$ cat config.mk
export PLATFORM = sky130hd
export DESIGN_NAME = seg7_scan_mux
export DESIGN_NICKNAME = d
export VERILOG_FILES = /design/src/rtl/seg7_scan_mux.sv
export SDC_FILE = /design/constraint.sdc
export NUM_CORES = 1
export LEC_CHECK = 0
export CAP_MARGIN = 0
export CORE_MARGIN = 2
export CORE_UTILIZATION = 46
export DETAILED_ROUTE_END_ITERATION = 7
export GPL_ROUTABILITY_DRIVEN = 0
export PLACE_DENSITY = 0.72
export SLEW_MARGIN = 15
export SYNTH_ARGS = -nofsm -noshare
export SYNTH_HDL_FRONTEND = slang
export SYNTH_SLANG_ARGS = --single-unit
$ cat constraint.sdc
create_clock -name clk_i -period 3.34 [get_ports clk_i]
set_clock_uncertainty 0.15 [all_clocks]
set_input_delay 0.835 -clock clk_i [delete_from_list [all_inputs] [get_ports clk_i]]
set_output_delay 0.835 -clock clk_i [all_outputs]
set_load 0.01 [all_outputs]
$ cat src/rtl/seg7_scan_mux.sv
// Time-multiplexed scan driver for a multiplexed 7-segment board: one shared segment bus, one-hot digit enables.
// Optional per-cycle PWM dimming of the active anode when SEG7_SCAN_BRIGHTNESS_EN is defined.
module seg7_scan_mux #(
  parameter int NUM_OF_DISPLAYS = 6,
  parameter int SCAN_DIV        = 1024,
  parameter int BLANK_CYCLES    = 16,
  parameter int LED_LOGIC       = 1
) (
  input  logic                            clk_i,
  input  logic                            rst_ni,
  input  logic                            en_i,
  input  logic [NUM_OF_DISPLAYS-1:0][7:0] seg7_i,
`ifdef SEG7_SCAN_BRIGHTNESS_EN
  input  logic [3:0]                      brightness_i,
`endif
  output logic [7:0]                      seg_o,
  output logic [NUM_OF_DISPLAYS-1:0]      an_o,
  output logic                            frame_o
);

  localparam int CNT_W = (SCAN_DIV > 1) ? $clog2(SCAN_DIV) : 1;
  localparam int IDX_W = (NUM_OF_DISPLAYS > 1) ? $clog2(NUM_OF_DISPLAYS) : 1;
  localparam logic [CNT_W-1:0] CNT_MAX    = CNT_W'(SCAN_DIV - 1);
  localparam logic [CNT_W-1:0] BLANK_LAST = CNT_W'(BLANK_CYCLES - 1);
  localparam logic [IDX_W-1:0] IDX_MAX    = IDX_W'(NUM_OF_DISPLAYS - 1);
  localparam logic             POL_INV    = (LED_LOGIC == 0);
  localparam logic [7:0]                 SEG_IDLE = {8{POL_INV}};
  localparam logic [NUM_OF_DISPLAYS-1:0] AN_IDLE  = {NUM_OF_DISPLAYS{POL_INV}};

  typedef enum logic {ST_BLANK = 1'b0, ST_DRIVE = 1'b1} state_e;

  state_e                            state_q, state_d;
  logic [CNT_W-1:0]                  cnt_q, cnt_d;
  logic [IDX_W-1:0]                  idx_q, idx_d;
  logic [NUM_OF_DISPLAYS-1:0][7:0]   snap_q, snap_d;
  logic                              frame_q, frame_d;
  logic [7:0]                        seg_q, seg_d;
  logic [NUM_OF_DISPLAYS-1:0]        an_q, an_d;
  logic                              frame_start;
  logic                              anode_on;
  logic [7:0]                        seg_raw;
  logic [NUM_OF_DISPLAYS-1:0]        an_raw;

  assign frame_start = en_i && (cnt_q == '0) && (idx_q == '0);

  // Slot counter, digit index, snapshot and frame pulse
  always_comb begin
    cnt_d   = cnt_q;
    idx_d   = idx_q;
    snap_d  = snap_q;
    frame_d = 1'b0;
    if (!en_i) begin
      cnt_d = '0;
      idx_d = '0;
    end else begin
      frame_d = frame_start;
      if (frame_start) snap_d = seg7_i;
      if (cnt_q == CNT_MAX) begin
        cnt_d = '0;
        idx_d = (idx_q == IDX_MAX) ? '0 : idx_q + 1'b1;
      end else begin
        cnt_d = cnt_q + 1'b1;
      end
    end
  end

  always_ff @(posedge clk_i or negedge rst_ni) begin
    if (!rst_ni) begin
      state_q <= ST_BLANK;
      cnt_q   <= '0;
      idx_q   <= '0;
      snap_q  <= '0;
      frame_q <= 1'b0;
      seg_q   <= SEG_IDLE;
      an_q    <= AN_IDLE;
    end else begin
      state_q <= state_d;
      cnt_q   <= cnt_d;
      idx_q   <= idx_d;
      snap_q  <= snap_d;
      frame_q <= frame_d;
      seg_q   <= seg_d;
      an_q    <= an_d;
    end
  end

  // Next state: the blank window occupies the first BLANK_CYCLES counts of each slot
  always_comb begin
    state_d = state_q;
    if (!en_i) begin
      state_d = ST_BLANK;
    end else begin
      case (state_q)
        ST_BLANK: if (cnt_q == BLANK_LAST) state_d = ST_DRIVE;
        ST_DRIVE: if (cnt_q == CNT_MAX)    state_d = ST_BLANK;
        default:  state_d = ST_BLANK;
      endcase
    end
  end

`ifdef SEG7_SCAN_BRIGHTNESS_EN
  logic [3:0] pwm_q, pwm_d;

  always_comb begin
    pwm_d = '0;
    if (en_i && state_q == ST_DRIVE) pwm_d = pwm_q + 4'd1;
  end

  always_ff @(posedge clk_i or negedge rst_ni) begin
    if (!rst_ni) pwm_q <= '0;
    else         pwm_q <= pwm_d;
  end

  assign anode_on = (brightness_i == 4'hF) || (pwm_q < brightness_i);
`else
  assign anode_on = 1'b1;
`endif

  // Outputs: en_i gates directly so a drop blanks the display on the very next edge
  always_comb begin
    seg_raw = '0;
    an_raw  = '0;
    if (en_i && state_q == ST_DRIVE) begin
      seg_raw        = snap_q[idx_q];
      an_raw[idx_q]  = anode_on;
    end
    seg_d = POL_INV ? ~seg_raw : seg_raw;
    an_d  = POL_INV ? ~an_raw  : an_raw;
  end

  assign seg_o   = seg_q;
  assign an_o    = an_q;
  assign frame_o = frame_q;

endmodule

==> results.json, run 1 <==
{
  "drc": 0,
  "report.final.setup_viol": 0,
  "period_share_pct": 72.0,
  "grt.total_usage_pct": 17.5,
  "hold_class": "reg2reg",
  "ys_ff_latch": 77,
  "layout-drive-gt1-share_pct": 24.5,
  "syn_nets": 294,
  "placedCellCount": 397,
  "die_h_um": 89.2,
  "clockRootBuffer": "clkbuf_8",
  "drv_slew": 0,
  "yosysWarnings": 0,
  "die_area_sq_um": 7950,
  "grt_pass1_vias": 2093,
  "status": "complete, no violations",
  "hold_viol": 0,
  "cp_slowest_cell": "buf_4",
  "wl_mm": 6.28,
  "yosysUniqueCellTypes": 33,
  "cp-end-kind": "flop",
  "slowest_delay_ps": 530,
  "rsz0062_at_grt": "no",
  "antenna_found_initial": 0,
  "drt-pass1-iter-count": 4,
  "utilization_pct": 60.3,
  "core_sq_um": 7140,
  "cp_top_family": "buffers and inverters",
  "vias": 2127,
  "grt-ovfl-total": 0,
  "drtIter0Drc": 140,
  "fin_tns_setup_ps": 0,
  "yosysSeqAreaShare_pct": 57.7,
  "syn_avg_cell_area_sq_um": 13.9,
  "nNetsFinal": 362,
  "area_growth_pct": 29.0,
  "synthFlopType": "dfrtp_1",
  "wl_per_cell_um": 15.2,
  "cts_resized": 0,
  "postCtsHoldBufs": 0,
  "diodes": 0,
  "max_clock_freq_mhz": 416,
  "io_buffers": 65,
  "synth-edff-count": 0,
  "grt_max_degree": 78,
  "synth_mux_area_share_pct": 25.6,
  "critPathKind": "in2reg",
  "stdcell_count": 413,
  "cts_inserted_buffers": 9,
  "worstPathArrival_ps": 2490,
  "peakVddDrop_uv": 270,
  "relSlewSlack_pct": 36.9,
  "cp_max_fo": 49,
  "vias_per_cell": 5.15,
  "worstPathRequired_ps": 3420,
  "worst_pin_slew_ps": 947,
  "cts_sinks": 77,
  "grt_pass1_wl_mm": 10.3,
  "clk_latency_ps": 350,
  "synthArstFlopShare_pct": 100,
  "synth_top_family_by_area": "multiplexers",
  "mostFrequentLayoutCell": "dfrtp_1",
  "drv_cap": 0,
  "start_kind": "input pin",
  "start_util_pct": 46.8,
  "syn_area_sq_um": 3340,
  "synth_xor_area_share_pct": 0.787,
  "static-leakage-power_nw": 1.80,
  "power_density_nw_per_um2": 533,
  "synthAdderAreaFrac_pct": 0.750,
  "synth_compound_area_share_pct": 3.97,
  "tritoncts": "done",
  "synthCells": 241,
  "path_cells": "clkdlybuf4s50_1 -> nor4b_4 -> nand4_1 -> buf_4 -> mux2_2",
  "final_cell_mix": "77 x dfrtp_1, 64 x clkdlybuf4s50_1, 39 x mux2_2",
  "htree_levels": 3,
  "drt.antenna.violating_nets": 0,
  "clockBufferDepth": 2,
  "die_x_um": 89.2,
  "clkSlewWorstSetupHoldPaths_ps": 80,
  "cts_setup_buffers": 0,
  "num_io_pins": 66,
  "synthSimpleGateAreaFrac_pct": 8.51,
  "rows": 31,
  "min_period_ps": 2410,
  "path_buf_inv": 2,
  "dp.final_hpwl_mm": 4.19
}
[where the power goes]
group	switching, W	total (W)	leakage [nW]	internal (W)
clock	0.000350	0.000798	0.113	0.000447
combinational	0.000107	0.000342	0.723	0.000235
sequential	0.0000761	0.00115	0.966	0.00108
total	0.000534	0.00230	1.80	0.00176
[path summary, 6_finish.rpt]
path | from | end | slack [ps] | cells past startpoint
setup / recovery | en_i | snap_q[39] | 930 | 5
hold / removal | snap_q[0] | snap_q[0] | 360 | 1
setup reg to reg | idx_q[1] | snap_q[39] | 1040 | 4
hold reg to reg | snap_q[0] | snap_q[0] | 360 | 1
max in group asynchronous | rst_ni | snap_q[9] | 1960 | 1
min in group asynchronous | rst_ni | cnt_q[3] | 470 | 1
[per-stage QoR]
step                      setup WS [ps]  total power [W]  hold WS [ps]  instance area (sq um)
after floorplan                    1260          0.00139           322                   3340
after global placement              611          0.00150           332                   4070
after detailed placement            569          0.00152           342                   4070
after CTS                           945          0.00232           361                   4310
after global routing                866          0.00240           381                   4310
final                               935          0.00230           360                   4310
[layer usage]
layer | up-vias | global-route usage (%) | share of wire [%]
met2 | 63 | 25.7 | 46
met3 | 9 | 3.60 | 4.4
met1 | 1052 | 24.8 | 48
met5 | - | 0 | 0
li1 | 1003 | - | -
met4 | 0 | 8.96 | 2.0
[Yosys cell counts, drive strengths merged (3+ instances only)]
cell	n	share of area (%)
dfrtp	77	58
nand3	4	0.60
mux4	8	5.4
buf	7	1.3
mux2	48	17
mux2i	10	3.0
o21ai	12	1.8
nand4	3	0.56
and3	4	0.75
inv	8	0.90
nand2	14	1.6
nor2	7	0.79
clkbuf	4	0.45
a21oi	6	0.90
nor3	5	0.75
or3	4	0.75
[final cells by class]
cell class / instances / area (sq um)
clock buffer: 10 / 138
clock inverter: 6 / 93.8
fill: 565 / 2830
inverter: 8 / 30.0
multi-input combinational: 145 / 1320
sequential: 77 / 1930
tap: 99 / 124
timing repair buffer: 68 / 671
[cells by family (layout without fill, tap and decap cells)]
group	Yosys count	count (layout)
AO/OA/AOI/OAI	23	23
XOR/XNOR	3	3
adder cells (fa/ha/maj)	2	2
buffers and inverters	19	92
flip-flops	77	77
multiplexers	66	66
AND/OR/NAND/NOR	51	51
[flip-flops by register name, summed over array words and instances, names as in the netlist]
register	count
snap_q	48
cnt_q	10
an_o	6
state_q	1
frame_o	1
seg_o	8
idx_q	3
Power figures use the tool's default switching activity.
==> run 2: changes to the inputs <==
- clock period: 3.34 -> 2.4 ns (I/O delays scaled with it)
==> results.json, run 2 (synthesis results as in run 1) <==
{
  "area_growth_pct": 31.6,
  "worstPathRequired_ps": 2490,
  "max_clock_freq_mhz": 498,
  "grt.total_usage_pct": 18.2,
  "critPathLaunch": "cnt_q[0]",
  "nNetsFinal": 368,
  "cp_max_fo": 49,
  "drt-pass1-iter-count": 4,
  "die_area_sq_um": 7950,
  "final_cell_mix": "77 x dfrtp_1, 64 x clkdlybuf4s50_1, 39 x mux2_2",
  "peakVddDrop_uv": 402,
  "antenna_found_initial": 0,
  "largest_reg_flops": 48,
  "start_util_pct": 46.8,
  "clockRootBuffer": "clkbuf_8",
  "grt_max_degree": 50,
  "critPathKind": "reg2reg",
  "vias": 2140,
  "grt_pass1_wl_mm": 10.7,
  "worstReg2RegStart": "cnt_q[0]",
  "diodes": 0,
  "utilization_pct": 61.6,
  "mostFrequentLayoutCell": "dfrtp_1",
  "worst_pin_slew_ps": 693,
  "report.final.setup_viol": 0,
  "clkSlewWorstSetupHoldPaths_ps": 80,
  "drt.antenna.violating_nets": 0,
  "status": "complete, no violations",
  "rsz0062_at_grt": "no",
  "vias_per_cell": 5.11,
  "htree_levels": 3,
  "grt-ovfl-total": 0,
  "io_buffers": 65,
  "fin_tns_setup_ps": 0,
  "layout-drive-gt1-share_pct": 25.6,
  "tritoncts": "done",
  "clockBufferDepth": 2,
  "grt_pass1_vias": 2165,
  "rows": 31,
  "dp.final_hpwl_mm": 4.54,
  "r2r-end": "snap_q[26]",
  "hold_viol": 0,
  "clk_latency_ps": 350,
  "reg2reg_slack_ps": 390,
  "cts_setup_buffers": 0,
  "total_power_w": 0.00329,
  "wl_per_cell_um": 15.6,
  "wl_mm": 6.54,
  "core_sq_um": 7140,
  "static-leakage-power_nw": 1.86,
  "top_register": "snap_q",
  "period_share_pct": 83.7,
  "r2r_cells": 6,
  "relSlewSlack_pct": 53.4,
  "drtIter0Drc": 111,
  "worstPathArrival_ps": 2100,
  "die_x_um": 89.2,
  "cts_inserted_buffers": 9,
  "cts_sinks": 77,
  "die_h_um": 89.2,
  "cts_resized": 0,
  "start_kind": "flop",
  "hold_class": "reg2reg",
  "min_period_ps": 2010,
  "drv_cap": 0,
  "drc": 0,
  "dp_worst_setup_slack_ps": 37.3,
  "drv_slew": 0,
  "power_density_nw_per_um2": 750,
  "cp-end-kind": "flop",
  "setup_ws_ps": 391,
  "num_io_pins": 66,
  "postCtsHoldBufs": 1,
  "endpoint": "snap_q[26]"
}
## run 2: cell count changes in the layout (fill, tap and decap cells not counted), sizes merged
cell / previous run / this run
dlygate4sd3: 0 / 1
clkinvlp: 1 / 0
clkinv: 1 / 2
bufinv: 2 / 3
inv: 10 / 9
buf: 4 / 9
## run 2: how the worst min path moves through the flow
stage | cells past startpoint | slack [ps] | from | end
after floorplan | 0 | 150 | rst_ni | an_o[0]
final | 1 | 360 | snap_q[13] | snap_q[13]
after CTS | 1 | 360 | snap_q[11] | snap_q[11]
after detailed placement | 1 | 290 | rst_ni | cnt_q[0]
after global routing | 1 | 370 | snap_q[35] | snap_q[35]
after global placement | 1 | 290 | rst_ni | cnt_q[3]
## run 2: critical path: stages, from the launching register on
cell and delay (ps):
dfrtp_1 430, inv_1 70, ha_1 140, nor4b_1 310, nand4_1 210, buf_12 250, mux2_4 320
## run 2: power by group
| group | internal (W) | switching (W) |
|---|---|---|
| clock | 0.000719 | 0.000479 |
| sequential | 0.00150 | 0.000106 |
| combinational | 0.000336 | 0.000152 |
| total | 0.00256 | 0.000737 |
## run 2: cell type report
cell class                 count  area (sq um)
inverter                       8          30.0
timing repair buffer          74           743
sequential                    77          1930
clock buffer                  10           138
tap                           99           124
clock inverter                 6           109
multi-input combinational    145          1320
fill                         576          2740
## run 2: through the flow
stage	cell area, sq um	hold slack, ps	std cells
final	4390	357	419
after global routing	4390	371	419
after CTS	4390	359	419
after detailed placement	4140	293	402
after global placement	4140	292	402
after floorplan	3340	154	241
## run 2: routing by layer
metal	vias up	global-route usage, %	share of wire, %
met4	0	8.55	2.2
met2	50	27.2	46
met3	15	4.89	5.2
li1	1017	-	-
met5	-	0	0
met1	1058	25.0	47
